$ cat src/rtl/spi_master_cfg.sv
// Runtime-configurable SPI master: latches mode, bit order, divider, slave mask
// and word count on start, then streams trans_len+1 words through a tx/rx handshake.
module spi_master_cfg #(
    parameter int DW   = 8,
    parameter int NSS  = 24,
    parameter int DIVW = 8,
    parameter int LENW = 8
) (
    input  logic            clk,
    input  logic            rst_n,
    input  logic            start,
    input  logic            cpol,
    input  logic            cpha,
    input  logic            lsb_first,
    input  logic [DIVW-1:0] div,
    input  logic [NSS-1:0]  ss_mask,
    input  logic [LENW-1:0] trans_len,
    input  logic            tx_valid,
    output logic            tx_ready,
    input  logic [DW-1:0]   tx_data,
    output logic            rx_valid,
    output logic [DW-1:0]   rx_data,
    output logic            busy,
    output logic            done,
    output logic            sclk,
    output logic            mosi,
    output logic            mosi_oe,
    input  logic            miso,
    output logic [NSS-1:0]  ss_n
);
    localparam int HW = $clog2(2 * DW);
    localparam logic [HW-1:0] LAST_HALF = HW'(2 * DW - 1);
    localparam logic [HW-1:0] LAST_LEAD = HW'(2 * DW - 2);

    typedef enum logic [2:0] {IDLE, LEAD, LOAD, SHIFT, TRAIL} state_t;

    state_t          state_reg, state_next;
    logic            cpol_reg, cpha_reg, lsb_reg;
    logic [DIVW-1:0] div_reg, div_cnt_reg;
    logic [NSS-1:0]  mask_reg;
    logic [LENW-1:0] len_reg, word_cnt_reg;
    logic [HW-1:0]   half_cnt_reg;
    logic [DW-1:0]   tx_shift_reg, rx_shift_reg, rx_data_reg;
    logic            sclk_reg, mosi_reg, rx_valid_reg, done_reg;

    logic            accept, half_tick, last_half, handshake;
    logic            lead_edge, trail_edge, sample, advance, final_sample;
    logic [DW-1:0]   tx_shifted, rx_shifted;

    function automatic logic first_bit(input logic [DW-1:0] w, input logic lsb);
        return lsb ? w[0] : w[DW-1];
    endfunction

    // A start landing in the done cycle is deliberately dropped.
    assign accept     = start && (state_reg == IDLE) && !done_reg;
    assign half_tick  = (div_cnt_reg == div_reg);
    assign last_half  = (half_cnt_reg == LAST_HALF);
    assign handshake  = (state_reg == LOAD) && tx_valid;
    assign lead_edge  = (state_reg == SHIFT) && half_tick && !half_cnt_reg[0];
    assign trail_edge = (state_reg == SHIFT) && half_tick && half_cnt_reg[0];
    assign sample     = cpha_reg ? trail_edge : lead_edge;
    assign advance    = cpha_reg ? lead_edge : (trail_edge && !last_half);
    assign final_sample = sample && (cpha_reg ? last_half : (half_cnt_reg == LAST_LEAD));
    assign tx_shifted = lsb_reg ? (tx_shift_reg >> 1) : (tx_shift_reg << 1);
    assign rx_shifted = lsb_reg ? {miso, rx_shift_reg[DW-1:1]} : {rx_shift_reg[DW-2:0], miso};

    always_comb begin
        state_next = state_reg;
        case (state_reg)
            IDLE:    if (accept) state_next = LEAD;
            LEAD:    if (half_tick) state_next = LOAD;
            LOAD:    if (tx_valid) state_next = SHIFT;
            SHIFT:   if (half_tick && last_half)
                         state_next = (word_cnt_reg == len_reg) ? TRAIL : LOAD;
            TRAIL:   if (half_tick) state_next = IDLE;
            default: state_next = IDLE;
        endcase
    end

    always_ff @(posedge clk or negedge rst_n) begin
        if (!rst_n) begin
            state_reg    <= IDLE;
            cpol_reg     <= 1'b0;
            cpha_reg     <= 1'b0;
            lsb_reg      <= 1'b0;
            div_reg      <= '0;
            mask_reg     <= '0;
            len_reg      <= '0;
            div_cnt_reg  <= '0;
            word_cnt_reg <= '0;
            half_cnt_reg <= '0;
            tx_shift_reg <= '0;
            rx_shift_reg <= '0;
            rx_data_reg  <= '0;
            sclk_reg     <= 1'b0;
            mosi_reg     <= 1'b0;
            rx_valid_reg <= 1'b0;
            done_reg     <= 1'b0;
        end else begin
            state_reg    <= state_next;
            rx_valid_reg <= final_sample;
            done_reg     <= (state_reg == TRAIL) && half_tick;

            // Divider restarts on every state change so each phase starts aligned.
            if (state_next != state_reg || half_tick)
                div_cnt_reg <= '0;
            else
                div_cnt_reg <= div_cnt_reg + DIVW'(1);

            if (accept) begin
                cpol_reg     <= cpol;
                cpha_reg     <= cpha;
                lsb_reg      <= lsb_first;
                div_reg      <= div;
                mask_reg     <= ss_mask;
                len_reg      <= trans_len;
                sclk_reg     <= cpol;
                mosi_reg     <= 1'b0;
                word_cnt_reg <= '0;
            end

            if (handshake) begin
                tx_shift_reg <= tx_data;
                half_cnt_reg <= '0;
                if (!cpha_reg)
                    mosi_reg <= first_bit(tx_data, lsb_reg);
            end else if (state_reg == SHIFT && half_tick) begin
                half_cnt_reg <= half_cnt_reg + HW'(1);
                sclk_reg     <= ~sclk_reg;
                if (last_half && word_cnt_reg != len_reg)
                    word_cnt_reg <= word_cnt_reg + LENW'(1);
            end

            if (advance) begin
                if (cpha_reg) begin
                    mosi_reg     <= first_bit(tx_shift_reg, lsb_reg);
                    tx_shift_reg <= tx_shifted;
                end else begin
                    mosi_reg     <= first_bit(tx_shifted, lsb_reg);
                    tx_shift_reg <= tx_shifted;
                end
            end

            if (sample)
                rx_shift_reg <= rx_shifted;
            if (final_sample)
                rx_data_reg <= rx_shifted;
        end
    end

    assign busy     = (state_reg != IDLE);
    assign done     = done_reg;
    assign tx_ready = (state_reg == LOAD);
    assign rx_valid = rx_valid_reg;
    assign rx_data  = rx_data_reg;
    assign sclk     = sclk_reg;
    assign mosi     = busy ? mosi_reg : 1'b0;
    assign mosi_oe  = busy;

    for (genvar gi = 0; gi < NSS; gi++) begin : g_ss
        assign ss_n[gi] = busy ? ~mask_reg[gi] : 1'b1;
    end
endmodule

$ cat config.mk
export PLATFORM = sky130hd
export DESIGN_NAME = spi_master_cfg
export DESIGN_NICKNAME = d
export VERILOG_FILES = /design/src/rtl/spi_master_cfg.sv
export SDC_FILE = /design/constraint.sdc
export NUM_CORES = 1
export LEC_CHECK = 0
export BUFFER_PORTS_ARGS = -buffer_cell sky130_fd_sc_hd__buf_2
export CORE_UTILIZATION = 50
export CTS_CLUSTER_DIAMETER = 100
export DETAILED_ROUTE_END_ITERATION = 7
export PLACE_DENSITY_LB_ADDON = 0.15
export SLEW_MARGIN = 20
export SYNTH_ARGS = -nofsm -noshare
export SYNTH_HDL_FRONTEND = slang
export SYNTH_SLANG_ARGS = --single-unit
$ cat constraint.sdc
create_clock -name clk -period 2.5 [get_ports clk]
set_clock_uncertainty 0.1 [all_clocks]
set_input_delay 0.25 -clock clk [delete_from_list [all_inputs] [get_ports clk]]
set_output_delay 0.25 -clock clk [all_outputs]
set_load 0.01 [all_outputs]
Word-level counts from Yosys, hierarchy flattened

Cells that the tools add are included.

$add $sub $neg: 3
Equal/unequal tests: 10
Mux-type cells: 57
Bitwise operators: 25
Reduce and logical (&&, ||, !) cells: 19

Operators by type and width:

| operator                                            | count |
|---|---|
| 2-to-1 mux 8 bit                                    | 9 |
| 2-to-1 mux 1 bit                                    | 39 |
| inverter 1 bit                                      | 25 |
| 2-to-1 mux 3 bit                                    | 6 |
| adder 8 x 1 -> 8 bit, second input constant         | 2 |
| equality test 8 bit                                 | 2 |
| case mux 3 bit (5 select lines)                     | 1 |
| logical AND 1 bit                                   | 11 |
| equality test 4 bit, second input constant          | 2 |
| 2-to-1 mux 4 bit                                    | 2 |
| inequality test 8 bit                               | 1 |
| equality test 3 x 2 -> 1 bit, second input constant | 2 |
| adder 4 x 1 -> 4 bit, second input constant         | 1 |
| nonzero test 2 bit                                  | 2 |
| equality test 3 x 1 -> 1 bit, second input constant | 1 |
| equality test 3 bit, second input constant          | 1 |
| logical NOT 1 bit                                   | 3 |
| logical NOT 3 bit                                   | 1 |
| inequality test 3 bit                               | 1 |
| nonzero test 3 bit                                  | 1 |
| logical OR 1 bit                                    | 1 |

Register bits: 93
Bits of input ports: 56
Logic and storage cells: 130

Longest topological paths before layout

Depth after elaboration: 8
Gate-level depth with buffers: 8
Depth with buffers taken out: 6

Worst setup path after synthesis

Ideal clock, no wire load.

Path type: register to register
Start point: reg div_cnt_reg[2]
End point: reg word_cnt_reg[7]
Setup time: 0.122 ns
Arrival time: 2.062 ns
Data required time: 2.278 ns
Path slack: 0.215 ns
Cell stages (with the launch flop): 7
Buffers on the path: 1
Cell sequence: dfrtp_1 xor2_1 or3_4 or3_1 clkbuf_1 or4b_1 mux2i_1

Word-level cells in the longest chain between the ends: 4

RTL lines:

| element                | line | text |
|---|---|---|
| from (decl)            | 39   | `logic [DIVW-1:0] div_reg, div_cnt_reg;` |
| from (signal assigned) | 108  | `div_cnt_reg <= div_cnt_reg + DIVW'(1);` |
| equality test 8 bit    | 56   | `assign half_tick = (div_cnt_reg == div_reg);` |
| logical AND 1 bit      | 127  | `end else if (state_reg == SHIFT && half_tick) begin` |
| 2-to-1 mux 8 bit       | 127  |  |
| 2-to-1 mux 8 bit       | 122  | `if (handshake) begin` |
| to (signal assigned)   | 131  | `word_cnt_reg <= word_cnt_reg + LENW'(1);` |
| to (decl)              | 41   | `logic [LENW-1:0] len_reg, word_cnt_reg;` |

No other way between the ends.
A chain may end at the register's enable or synchronous reset.

Worst setup path after layout

Start point: reg state_reg[2]
End point: reg rx_shift_reg[2]

Word-level cells in the longest chain between the ends: 4

RTL lines:

| element                              | line   | text |
|---|---|---|
| from (decl)                          | 37     | `state_t state_reg, state_next;` |
| from (signal assigned)               | 100    | `state_reg <= state_next;` |
| equality test 3 x 2 -> 1 bit (*)     | 59, 60 |  |
| logical AND 1 bit (*)                | 59, 60 |  |
| logical AND 1 bit (on tied branches) | 59, 60 |  |
| 2-to-1 mux 1 bit (*)                 | 61     | `assign sample = cpha_reg ? trail_edge : lead_edge;` |
| to (signal assigned)                 | 145    | `rx_shift_reg <= rx_shifted;` |
| to (decl)                            | 43     | `logic [DW-1:0] tx_shift_reg, rx_shift_reg, rx_data_reg;` |

Every way passes the cells marked *; elsewhere a longest branch is shown, timed or not.

==> metrics.yaml <==
pwr:
  powerDensity_nw_per_um2: 991
  sw_frac_of_total_pct: 36.0
  combPwrFrac_pct: 35.1
  peakVddDrop_mv: 0.604
  internal-power_mw: 3.61
  pwr-share-seq_pct: 45.2
  power.switching_mw: 2.03
  p_leak_nw: 2.94
  clkPwrFrac_pct: 19.7
sta:
  min_period_over_period_pct: 91.1
  finalHoldViolCount: 0
  setup_viol: 0
  max_slew.worst_pin.slew_ns: 0.668
  slew_headroom_pct: 55.4
  rsz0062_at_grt: "false"
  worst_slack_ns: 0.223
  max_freq_mhz: 439
  fin_setup_tns_ns: 0
  drv_slew: 0
  min_period_ns: 2.28
setup_path:
  critPathSlowestCell: "or4_1"
  cp.depth: 4
  criticalPathCategory: "register to register"
  r2r-end: "rx_shift_reg[2]"
  timing.rr.start: "state_reg[2]"
  rr_worst_depth: 4
  crit_family: "simple AND/OR/NAND/NOR gates"
  r2r_setup_slack_ns: 0.22
  cp_max_fo: 9
  endpoint_kind: "register"
  worst-path-buf-inv: 0
  crit_chain: "nand3b_1 > or3_4 > or4_1 > mux2_2"
  worstPathArrival_ns: 2.41
  cp.required_ns: 2.63
  cp_slowest_stage_delay_ns: 0.68
  startpoint_type: "register"
synthesis:
  synth_area_um2: 4430
  synth-seq-area-share_pct: 52.5
  syn_avg_cell_area_um2: 9.45
  synthTopCellsByArea: "dfrtp_1 (52%), nand2_1 (14%), mux2_2 (6.1%), mux2i_1 (3.8%), xnor2_1 (3.6%)"
  yosysWarnings: 0
  yosysUniqueCellTypes: 41
  synth_edf_count: 0
  ys_seq_elements: 93
  synth_cells: 469
  synth_area_leader_cell: "dfrtp_1"
  async_flop_share_pct: 100
  netlist.area_leader.share_pct: 52.5
  synthFlopType: "dfrtp_1"
  syn-num-nets: 529
clocking:
  post-cts-setup-buffer-count: 0
  clk_path_buf_depth: 2
  cts_tree: "done"
  cts_buffers: 9
  clockRootBuffer: "clkbuf_8"
  cts_sinks: 93
  h-tree-depth: 3
  clkSlewWorstSetupHoldPaths_ns: 0.09
  clkLatencyLatePin_ns: 0.35
placement:
  place_ws_ns: 0.233
  globalplace.congestion: 0.806
  hpwl_um: 6430
  port_buffers: 94
floorplan:
  core-area_um2: 8380
  die_h_um: 96.2
  die_area_um2: 9250
  start_util_pct: 52.9
  io_pins: 95
  die_w_um: 96.2
  placementRows: 33
detailed_routing:
  routedWlPerCell_um: 13.7
  drt_iter0_drc: 123
  vias_per_cell: 5.16
  routed_wirelength_um: 9710
  drtAntennaViolNets: 0
  drtPass1Iterations: 4
  drc: 0
  vias: 3663
cells_and_area:
  fillers: 662
  ff_latch_area_um2: 2330
  syn_to_final_growth_pct: 28.3
  multi_input_area_um2: 1990
  drive_gt1_share_pct: 25.6
  antenna_cells: 0
  utilization_pct: 67.9
  layout.nets: 661
  largest_reg_flops: 24
worst_hold_path:
  hold_path_depth: 3
  hold_start: "cpha"
  hold_path_class: "input port to register"
  min_to: "cpha_reg"
global_routing:
  antenna_found_initial: 0
  grt_pass1_vias: 3626
  grtUsageTotal_pct: 23.5
  grt_start_max_net_pins: 53
  grt_remaining_overflow: 0
  grt_pass1_wl_um: 16600
status:
  outcome: "complete, no violations"
job:
  cap_viol_max_count: 0
==> worst reg2reg max path: stages (launching register included) <==
cell and delay [ns]:
dfrtp_1 0.46, nand3b_1 0.21, or3_4 0.37, or4_1 0.68, mux2_2 0.34
==> synthesized netlist by cell type, types with 5 or more instances <==
master and n:
clkbuf_1 18, inv_1 6, xnor2_1 18, and3_1 6
nor3_1 8, a221o_1 6, nand3_1 11, nand2b_1 5
nand2_1 170, mux2_2 24, buf_1 5, mux2i_1 17
a21oi_1 6, nand4_1 9, nor2_1 18, dfrtp_1 93
o21ai_0 10
==> power groups by stage <==
stage / clock (mW) / sequential (mW) / combinational, mW
3_5_place_dp: 0 / 2.56 / 1.93
2_1_floorplan: 0 / 2.42 / 1.42
6_report: 1.11 / 2.55 / 1.98
4_1_cts: 1.15 / 2.54 / 1.98
5_1_grt: 1.20 / 2.64 / 2.24
3_3_place_gp: 0 / 2.55 / 1.86
==> layout by cell type (no fill, tap or decap), drive strengths merged, types with 2 or more instances in the layout <==
cell and n:
o211ai 2, xnor2 18, ha 4, nor2 18
nand4 10, xor2 4, nor2b 2, nand2 170
dlygate4sd3 41, or3 4, dfrtp 93, a221o 6
nand3b 2, nor3 9, clkbuf 10, mux2i 17
nand2b 5, o21ai 10, nor4 2, or2 3
and3 6, mux2 24, clkinvlp 2, inv 7
nand3 11, and2 2, bufinv 2, buf 106
a21oi 6
==> layout make-up <==
class | instances | area share (%)
flip-flops and latches | 93 | 40.9
multi-input cells | 344 | 34.9
repair buffers | 147 | 17.6
clock buffers | 10 | 2.42
well taps | 105 | 2.31
clock inverters | 5 | 1.47
inverters | 6 | 0.396
==> stage by stage <==
stage                     total power, mW  hold slack [ns]  area [um^2]  cells
after floorplan                      3.84           -0.146         4430    469
after global placement               4.41            0.225         5060    654
after detailed placement             4.49            0.238         5060    654
after CTS                            5.68          0.00128         5690    710
after global routing                 6.08           0.0145         5690    710
final                                5.64           0.0119         5690    710
==> cell families (layout without fill, tap and decap cells) <==
family	Yosys count	in the layout	synth area share, %
XOR/XNOR	22	22	4.35
flip-flops	93	93	52.5
buffers and inverters	32	168	2.85
multiplexers	42	42	10.4
AO/OA/AOI/OAI	29	29	4.37
AND/OR/NAND/NOR	247	247	24.4
adder cells (fa/ha/maj)	4	4	1.13
==> metal layers <==
layer | track usage, % | vias to the layer above | part of all wire [%]
met5 | 0 | - | 0
met1 | 30.1 | 1729 | 45
li1 | - | 1811 | -
met3 | 6.48 | 8 | 5.5
met4 | 6.72 | 0 | 0.99
met2 | 38.9 | 115 | 48
==> timing repair <==
item / CTS / global route
hold buffers: 41 / 0
gates resized for setup: 0 / 0
endpoints found under the hold margin: 91 / 0
==> worst max-delay path by stage <==
stage	start	end	slack, ns
floorplan	div_cnt_reg[2]	word_cnt_reg[7]	0.22
global placement	div_cnt_reg[2]	rx_shift_reg[1]	0.27
detailed placement	state_reg[2]	rx_shift_reg[0]	0.23
CTS	state_reg[2]	rx_shift_reg[0]	0.21
global route	state_reg[2]	word_cnt_reg[7]	0.10
finish	state_reg[2]	rx_shift_reg[2]	0.22
Note: power is estimated with default switching activity, not from simulation.
